--- src/rtl/date_sequencer_if.sv ---
// Button, load and date signals shared between the date sequencer and its driver.
// The master drives buttons/load/leap; the sequencer (slave) drives the date outputs.
interface date_sequencer_if;
    logic       up_btn;
    logic       down_btn;
    logic       load;
    logic [6:0] load_val;
    logic       leap_year;
    logic [6:0] date;
    logic       leap_out;
    logic       date_valid;
    logic       wrap;

    modport master (
        output up_btn, down_btn, load, load_val, leap_year,
        input  date, leap_out, date_valid, wrap
    );

    modport slave (
        input  up_btn, down_btn, load, load_val, leap_year,
        output date, leap_out, date_valid, wrap
    );
endinterface

--- src/rtl/date_sequencer.sv ---
// Day-of-year (Jan-Mar) sequencer: synchronized up/down buttons with press-hold
// auto-repeat, clamped load, leap-year aware wrap and shrink from 91 to 90.
module date_sequencer #(
    parameter int SYNC_STAGES   = 2,
    parameter int HOLD_CYCLES   = 25_000_000,
    parameter int REPEAT_CYCLES = 5_000_000
) (
    input  logic             clk,
    input  logic             reset_n,
    date_sequencer_if.slave  bus
);
    localparam int HW = $clog2(HOLD_CYCLES + 1);
    localparam int RW = $clog2(REPEAT_CYCLES + 1);
    localparam logic [HW-1:0] HOLD_MAX = HW'(HOLD_CYCLES);
    localparam logic [RW-1:0] REP_MAX  = RW'(REPEAT_CYCLES);
    localparam logic [RW-1:0] REP_ONE  = RW'(1);

    typedef enum logic [1:0] {IDLE, PRESS, REPEAT} state_e;

    state_e                 state_q, state_d;
    logic                   dir_q, dir_d;
    logic [HW-1:0]          hold_cnt_q, hold_cnt_d;
    logic [RW-1:0]          rep_cnt_q, rep_cnt_d;
    logic [SYNC_STAGES-1:0] up_sync_q, up_sync_d;
    logic [SYNC_STAGES-1:0] dn_sync_q, dn_sync_d;
    logic [6:0]             date_q, date_d;
    logic                   leap_out_q, leap_out_d;
    logic                   date_valid_q, date_valid_d;
    logic                   wrap_q, wrap_d;

    logic       up_s, dn_s, active, both;
    logic       step, step_up;
    logic [6:0] max_day, load_clamped;

    assign up_s = up_sync_q[SYNC_STAGES-1];
    assign dn_s = dn_sync_q[SYNC_STAGES-1];
    assign both = up_s & dn_s;
    assign active = dir_q ? up_s : dn_s;
    assign max_day = leap_out_q ? 7'd91 : 7'd90;

    // NOTE: every signal assigned in an always_comb gets a default first so no latch is inferred.
    always_comb begin
        up_sync_d  = (up_sync_q << 1) | SYNC_STAGES'(bus.up_btn);
        dn_sync_d  = (dn_sync_q << 1) | SYNC_STAGES'(bus.down_btn);
        state_d    = state_q;
        dir_d      = dir_q;
        hold_cnt_d = hold_cnt_q;
        rep_cnt_d  = rep_cnt_q;
        step       = 1'b0;
        step_up    = dir_q;

        case (state_q)
            IDLE: begin
                hold_cnt_d = '0;
                rep_cnt_d  = '0;
                if (up_s ^ dn_s) begin
                    step    = 1'b1;
                    step_up = up_s;
                    dir_d   = up_s;
                    state_d = PRESS;
                end
            end
            PRESS: begin
                if (!active || both) begin
                    state_d = IDLE;
                end else if (hold_cnt_q == HOLD_MAX) begin
                    state_d   = REPEAT;
                    rep_cnt_d = '0;
                end else begin
                    hold_cnt_d = hold_cnt_q + 1'b1;
                end
            end
            REPEAT: begin
                if (!active || both) begin
                    state_d = IDLE;
                end else if (rep_cnt_q == REP_MAX) begin
                    // The stepping cycle already counts toward the next interval.
                    step      = 1'b1;
                    rep_cnt_d = REP_ONE;
                end else begin
                    rep_cnt_d = rep_cnt_q + 1'b1;
                end
            end
            default: state_d = IDLE;
        endcase

        if (bus.load) begin
            state_d    = IDLE;
            hold_cnt_d = '0;
            rep_cnt_d  = '0;
            step       = 1'b0;
        end
    end

    always_comb begin
        if (bus.load_val == 7'd0)         load_clamped = 7'd1;
        else if (bus.load_val > max_day)  load_clamped = max_day;
        else                              load_clamped = bus.load_val;

        date_d = date_q;
        wrap_d = 1'b0;
        if (bus.load) begin
            date_d = load_clamped;
        end else if (date_q > max_day) begin
            date_d = max_day;
        end else if (step) begin
            if (step_up) begin
                wrap_d = (date_q == max_day);
                date_d = wrap_d ? 7'd1 : date_q + 7'd1;
            end else begin
                wrap_d = (date_q == 7'd1);
                date_d = wrap_d ? max_day : date_q - 7'd1;
            end
        end
        date_valid_d = (date_d != date_q);
        leap_out_d   = bus.leap_year;
    end

    // NOTE: sequential state uses non-blocking assignments so every flop samples pre-edge values.
    always_ff @(posedge clk or negedge reset_n) begin
        if (!reset_n) begin
            state_q      <= IDLE;
            dir_q        <= 1'b0;
            hold_cnt_q   <= '0;
            rep_cnt_q    <= '0;
            up_sync_q    <= '0;
            dn_sync_q    <= '0;
            date_q       <= 7'd1;
            leap_out_q   <= 1'b0;
            date_valid_q <= 1'b0;
            wrap_q       <= 1'b0;
        end else begin
            state_q      <= state_d;
            dir_q        <= dir_d;
            hold_cnt_q   <= hold_cnt_d;
            rep_cnt_q    <= rep_cnt_d;
            up_sync_q    <= up_sync_d;
            dn_sync_q    <= dn_sync_d;
            date_q       <= date_d;
            leap_out_q   <= leap_out_d;
            date_valid_q <= date_valid_d;
            wrap_q       <= wrap_d;
        end
    end

    assign bus.date       = date_q;
    assign bus.leap_out   = leap_out_q;
    assign bus.date_valid = date_valid_q;
    assign bus.wrap       = wrap_q;
endmodule

--- src/flat_wrapper.sv ---
// flat-port wrapper written by rule: the top's interface ports become plain ports
module date_sequencer_flat 
#(
    parameter int SYNC_STAGES   = 2,
    parameter int HOLD_CYCLES   = 25_000_000,
    parameter int REPEAT_CYCLES = 5_000_000
)
  (clk, reset_n, bus_up_btn, bus_down_btn, bus_load, bus_load_val, bus_leap_year, bus_date, bus_leap_out, bus_date_valid, bus_wrap);
  date_sequencer_if bus_i ();
  input  logic clk;
  input  logic reset_n;
  input wire logic [$bits(bus_i.up_btn)-1:0] bus_up_btn;
  input wire logic [$bits(bus_i.down_btn)-1:0] bus_down_btn;
  input wire logic [$bits(bus_i.load)-1:0] bus_load;
  input wire logic [$bits(bus_i.load_val)-1:0] bus_load_val;
  input wire logic [$bits(bus_i.leap_year)-1:0] bus_leap_year;
  output wire logic [$bits(bus_i.date)-1:0] bus_date;
  output wire logic [$bits(bus_i.leap_out)-1:0] bus_leap_out;
  output wire logic [$bits(bus_i.date_valid)-1:0] bus_date_valid;
  output wire logic [$bits(bus_i.wrap)-1:0] bus_wrap;
  assign bus_i.up_btn = bus_up_btn;
  assign bus_i.down_btn = bus_down_btn;
  assign bus_i.load = bus_load;
  assign bus_i.load_val = bus_load_val;
  assign bus_i.leap_year = bus_leap_year;
  assign bus_date = bus_i.date;
  assign bus_leap_out = bus_i.leap_out;
  assign bus_date_valid = bus_i.date_valid;
  assign bus_wrap = bus_i.wrap;
  date_sequencer #(.SYNC_STAGES(SYNC_STAGES), .HOLD_CYCLES(HOLD_CYCLES), .REPEAT_CYCLES(REPEAT_CYCLES)) u_core (.clk(clk), .reset_n(reset_n), .bus(bus_i));
endmodule
--- config.mk ---
export PLATFORM = sky130hd
export DESIGN_NAME = date_sequencer_flat
export DESIGN_NICKNAME = d
export VERILOG_FILES = /design/src/rtl/date_sequencer_if.sv /design/src/rtl/date_sequencer.sv /design/src/flat_wrapper.sv
export SDC_FILE = /design/constraint.sdc
export NUM_CORES = 1
export LEC_CHECK = 0
export BUFFER_PORTS_ARGS = -buffer_cell sky130_fd_sc_hd__buf_2
export CAP_MARGIN = 15
export CORE_MARGIN = 8
export CORE_UTILIZATION = 45
export DETAILED_ROUTE_END_ITERATION = 10
export GPL_ROUTABILITY_DRIVEN = 0
export SYNTH_ARGS = -nofsm -noshare
export SYNTH_HDL_FRONTEND = slang
export SYNTH_SLANG_ARGS = --single-unit
export TNS_END_PERCENT = 20
--- constraint.sdc ---
create_clock -name clk -period 2.86 [get_ports clk]
set_clock_uncertainty 0.05 [all_clocks]
set_input_delay 0.286 -clock clk [delete_from_list [all_inputs] [get_ports clk]]
set_output_delay 0.286 -clock clk [all_outputs]
set_load 0.005 [all_outputs]
## Word-level counts from Yosys, hierarchy flattened

Index checks and enable logic that the tools add are counted.

- Flip-flop bits (word level): 65
- Bits of input ports: 13

- Add/sub/neg operators: 4
- $lt $le $gt $ge: 2
- Equal/unequal tests: 14
- Mux-type cells: 37
- Bitwise gates (word level): 4
- Reductions and logical operators: 9

Operator list:

| cell | count |
|---|---|
| 23-bit two-way mux | 5 |
| 25-bit two-way mux | 3 |
| 23-bit case mux with 3 select lines | 1 |
| 7-bit two-way mux | 8 |
| 25-bit case mux with 2 select lines | 1 |
| 25-bit by 1-bit adder with 25-bit output, second input constant | 1 |
| 25-bit equality test, second input constant | 1 |
| 23-bit by 1-bit adder with 23-bit output, second input constant | 1 |
| 23-bit equality test, second input constant | 1 |
| 7-bit greater-than comparator | 2 |
| 1-bit two-way mux | 12 |
| 2-bit two-way mux | 5 |
| 3-bit by 2-bit != test with 1-bit output, second input constant | 3 |
| 3-bit != test, second input constant | 3 |
| 7-bit by 1-bit adder with 7-bit output, second input constant | 1 |
| 7-bit by 1-bit equality test with 1-bit output, second input constant | 1 |
| 7-bit equality test | 1 |
| 7-bit logical NOT | 1 |
| 7-bit != test | 1 |
| 7-bit by 1-bit subtractor with 7-bit output, second input constant | 1 |
| 2-bit case mux with 3 select lines | 1 |
| 3-bit AND reduction | 2 |
| 4-bit by 2-bit != test with 1-bit output, second input constant | 1 |
| 2-bit by 1-bit bitwise OR with 2-bit output | 2 |
| other kinds (11) | 11 |

## Longest topological paths before layout

- Depth after elaboration: 10
- Mapped depth: 11
- Gate-level depth less buffers: 9

## Least setup slack after synthesis

No wires, ideal clock.

- Kind: register -> register
- Start point: register u_core.up_sync_q[1]
- End point: register u_core.date_valid_q (netlist: u_core.bus.date_valid)
- Library setup time: 0.135 ns
- Arrival: 2.617 ns
- Data required time: 2.675 ns
- Path slack: 0.058 ns
- Stages on the path, launching flop included: 10
- Buffers on the path: 1
- Period minus slack after synthesis: 2.802 ns
- Cells stage by stage: dfrtp_1 -> ha_1 -> nor3b_1 -> mux2i_1 -> clkbuf_1 -> mux2i_1 -> o221ai_1 -> mux2_2 -> o41ai_1 -> nand4_1

- Word-level cells in the longest chain between the ends: 10

RTL lines:

| item | line | source |
|---|---|---|
| start: declaration | date_sequencer.sv:24 | `logic [SYNC_STAGES-1:0] up_sync_q, up_sync_d;` |
| start signal: assignment | date_sequencer.sv:137 | `up_sync_q <= up_sync_d;` |
| 1-bit two-way mux | date_sequencer.sv:38 | `assign active = dir_q ? up_s : dn_s;` |
| 1-bit logical NOT | date_sequencer.sv:74 | `if (!active \|\| both) begin` |
| 1-bit logical OR | date_sequencer.sv:74 |  |
| 1-bit two-way mux | date_sequencer.sv:74 |  |
| 1-bit case mux with 2 select lines | date_sequencer.sv:52 | `case (state_q)` |
| 1-bit two-way mux | date_sequencer.sv:87 | `if (bus.load) begin` |
| 7-bit two-way mux * | date_sequencer.sv:106 | `end else if (step) begin` |
| 7-bit two-way mux * | date_sequencer.sv:104 | `end else if (date_q > max_day) begin` |
| 7-bit two-way mux * | date_sequencer.sv:102 | `if (bus.load) begin` |
| 7-bit != test * | date_sequencer.sv:115 | `date_valid_d = (date_d != date_q);` |
| net u_core.date_valid_d | date_sequencer.sv:28 | `logic date_valid_q, date_valid_d;` |
| end signal: assignment | date_sequencer.sv:141 | `date_valid_q <= date_valid_d;` |
| end: declaration | date_sequencer.sv:28 |  |

Mark *: on every way through the listed nets, which the timed path passes. The rest lies on a longest branch.
A chain may end at the register's enable or synchronous reset.

## Worst setup path after layout

Ends and elaborated chain as after synthesis.

==> metrics.yaml <==
run_status:
  status: "complete, no violations"
final_layout:
  area_delta_synth_final_pct: 15.5
  drive_gt1_share_pct: 16.3
  finalInstanceArea_mm2: 0.00501
  diodes: 0
  final_cells: 678
  fill_cells: 898
  nNetsFinal: 563
placement:
  placed_area_mm2: 0.00472
  dp.cells: 656
  pre_cts_slack_ns: 0.0629
  port_buffers: 22
  dp_hpwl_um: 7610
die:
  start_util_pct: 45.5
  die_area_mm2: 0.0130
  coreArea_mm2: 0.00955
  ioPinCount: 23
  die_w_um: 114
  dieHeight_um: 114
  rows: 36
timing:
  drv_slew: 0
  setup_viol: 0
  rsz0062_at_grt: "yes"
  final-hold-violation-count: 0
  post-route-period-util_pct: 95.3
  finalSetupTns_ns: 0
  fmax_ghz: 0.367
  worst_pin_slew_ns: 0.820
  setup_slack_ns: 0.135
  slew_headroom_pct: 45.1
  min_period_ns: 2.72
cts:
  clockRootBuffer: "clkbuf_8"
  clk_path_buf_depth: 2
  clkLatencyLatePin_ns: 0.34
  clk_pin_slew_worst_paths_ns: 0.08
  clock_sinks: 65
  cts_tree: "done"
  htree_num_levels: 3
  numCtsBuffers: 9
routing:
  drtAntennaViolNets: 0
  wire_per_inst_um: 16.0
  avgViaCountPerCell: 5.79
  route.detailed.drc: 0
  firstDrtPassIters: 5
  routed_wirelength_um: 10800
  vias: 3928
  dr.first_iter.drc_count: 268
worst_setup_path:
  cp_data_arrival_time_ns: 2.88
  crit_path_start_kind: "flop"
  path_class: "reg2reg"
  required_ns: 3.02
  endpoint_kind: "flop"
  path_max_fanout: 5
run:
  timing.max_cap.violations: 0
synthesis:
  syn-cell-area_mm2: 0.00434
  yosysUniqueCellTypes: 69
  ys_ff_latch: 65
  syn_area_per_cell_um2: 8.63
  ys_warn_count: 0
  synth_flop_cell: "dfrtp_1"
  seq_area_frac_synth_pct: 37.5
  synthCells: 503
  synthArstFlopShare_pct: 100
  synth-edff-count: 0
  syn_nets: 526
power:
  switching_share_pct: 29.9
  power.leakage_nw: 2.05
  switchingPower_mw: 0.717
  finalPower_mw: 2.40
  p_clk_share_pct: 34.8
  power.density_mw_per_mm2: 478
  vdd_drop_max_v: 0.000294
  comb_power_share_pct: 24.5
  internal_power_mw: 1.68
  seq_power_share_pct: 40.7
grt:
  antenna_found_initial: 0
  grt-ovfl-total: 0
  track_usage_pct: 17.5
  grt_pass1_wl_um: 18400
  grt_pass1_vias: 3709
  grt_start_max_net_pins: 36
worst_hold_path:
  hold_path_class: "in2reg"
==> what timing repair did <==
| action | in CTS | in global routing |
|---|---|---|
| endpoints found under the setup margin | 0 | 3 |
| resized for setup | 0 | 6 |
| setup buffers | 0 | 2 |
| hold buffers | 4 | 0 |
| hold endpoints to repair | 33 | 0 |
==> synth_stat cells (3+ instances only) <==
master,count,area share [%]
o211ai_2,7,2.0
o21ai_0,18,2.1
or3_1,9,1.3
clkbuf_1,24,2.1
inv_1,17,1.5
xnor2_1,10,2.0
mux2_2,4,1.0
and2_1,3,0.43
nor4b_1,7,1.4
or4_1,3,0.52
o2111ai_1,8,1.6
a22oi_1,5,0.86
a21oi_1,18,2.1
nand3_1,16,1.8
a211oi_1,3,0.52
and3_1,17,2.4
nor4bb_1,4,0.92
or2_1,4,0.58
o31ai_1,4,0.69
nand2_1,36,3.1
nor3_1,16,1.8
ha_1,10,2.9
mux2i_1,7,1.6
nand2b_1,5,0.72
nor3b_1,4,0.69
nor4_1,5,0.72
dfrtp_1,64,37
o21ai_1,19,2.2
o41ai_1,5,1.0
a21o_1,4,0.69
nor2_1,63,5.4
a31oi_1,5,0.72
nand4_1,9,1.3
xor2_1,21,4.2
o211ai_1,7,1.2
==> placed cells by master (no fill, tap or decap), types with 10 or more instances in the layout <==
cell	n
nor3_1	16
nor2_1	63
buf_2	22
nand2_1	36
ha_1	10
xor2_1	21
a21oi_1	17
xnor2_1	10
and3_1	17
o21ai_1	20
o21ai_0	17
nand3_1	16
inv_1	17
buf_4	27
dfrtp_1	64
==> per-layer routing <==
metal | up-vias | track usage, % | wire length [µm]
li1 | 1916 | - | -
met1 | 1858 | 23.6 | 5120
met2 | 126 | 26.4 | 4790
met3 | 28 | 3.85 | 628
met4 | 0 | 7.36 | 292
met5 | - | 0 | 0
==> metrics by stage <==
stage	utilization (%)	hold WS, ns
2_1_floorplan	-	-0.0596
4_1_cts	52.0	0.182
6_report	52.5	0.208
3_5_place_dp	49.5	0.285
5_1_grt	52.5	0.200
3_3_place_gp	49.5	0.330
==> power groups by stage <==
stage	logic, mW	clock network (mW)	registers, mW
6_report	0.586	0.834	0.975
5_1_grt	0.643	0.900	0.978
4_1_cts	0.558	0.865	0.974
3_5_place_dp	0.551	0	0.991
3_3_place_gp	0.552	0	0.993
2_1_floorplan	0.350	0	0.994
==> kinds of logic after synthesis <==
logic type,after synthesis,synth area share [%]
simple gates,212,25.7
mux,13,3.17
fa+ha+maj,10,2.88
buf+inv,46,4.21
xor+xnor,31,6.25
compound gates,126,20.3
flops,65,37.5
==> critical path, stage by stage, from the launching register on <==
cell and delay, ns:
dfrtp_1 0.41, ha_1 0.33, nor3b_4 0.20, mux2i_1 0.20
buf_4 0.16, inv_2 0.06, mux2i_1 0.11, o221ai_1 0.23
mux2_2 0.37, o41ai_2 0.33, nand4_1 0.13
==> layout make-up <==
type                            count  area (µm²)  share of cell area (%)
Inverter                           18        67.6                    1.35
Clock buffer                       13         139                    2.77
Timing Repair Buffer               54         373                    7.44
Tap cell                          133         166                    3.32
Sequential cell                    65        1630                    32.5
Clock inverter                      3        65.1                    1.30
Multi-Input combinational cell    392        2570                    51.4
==> flip-flops by register name, indices dropped and copies added (netlist names) <==
| name | flops |
|---|---|
| u_core.bus.wrap | 1 |
| u_core.bus.date_valid | 1 |
| u_core.hold_cnt_q | 25 |
| u_core.dn_sync_q | 2 |
| u_core.bus.date | 7 |
| u_core.rep_cnt_q | 23 |
| u_core.dir_q | 1 |
| u_core.state_q | 2 |
| u_core.up_sync_q | 2 |
| u_core.bus.leap_out | 1 |
==> final timing paths <==
| kind | start | to | slack [ns] | cells after the start |
|---|---|---|---|---|
| worst max-delay path | u_core.up_sync_q[1] | u_core.bus.date_valid | 0.14 | 10 |
| worst min-delay path | bus_load_val[4] | u_core.bus.date[4] | 0.21 | 2 |
| worst max register to register | u_core.up_sync_q[1] | u_core.bus.date_valid | 0.14 | 10 |
| worst min register to register | u_core.up_sync_q[0] | u_core.up_sync_q[1] | 0.33 | 0 |
| max in group asynchronous | reset_n | u_core.bus.date[0] | 1.55 | 3 |
| min in group asynchronous | reset_n | u_core.rep_cnt_q[6] | 0.50 | 2 |
(Power assumes the default switching activity.)
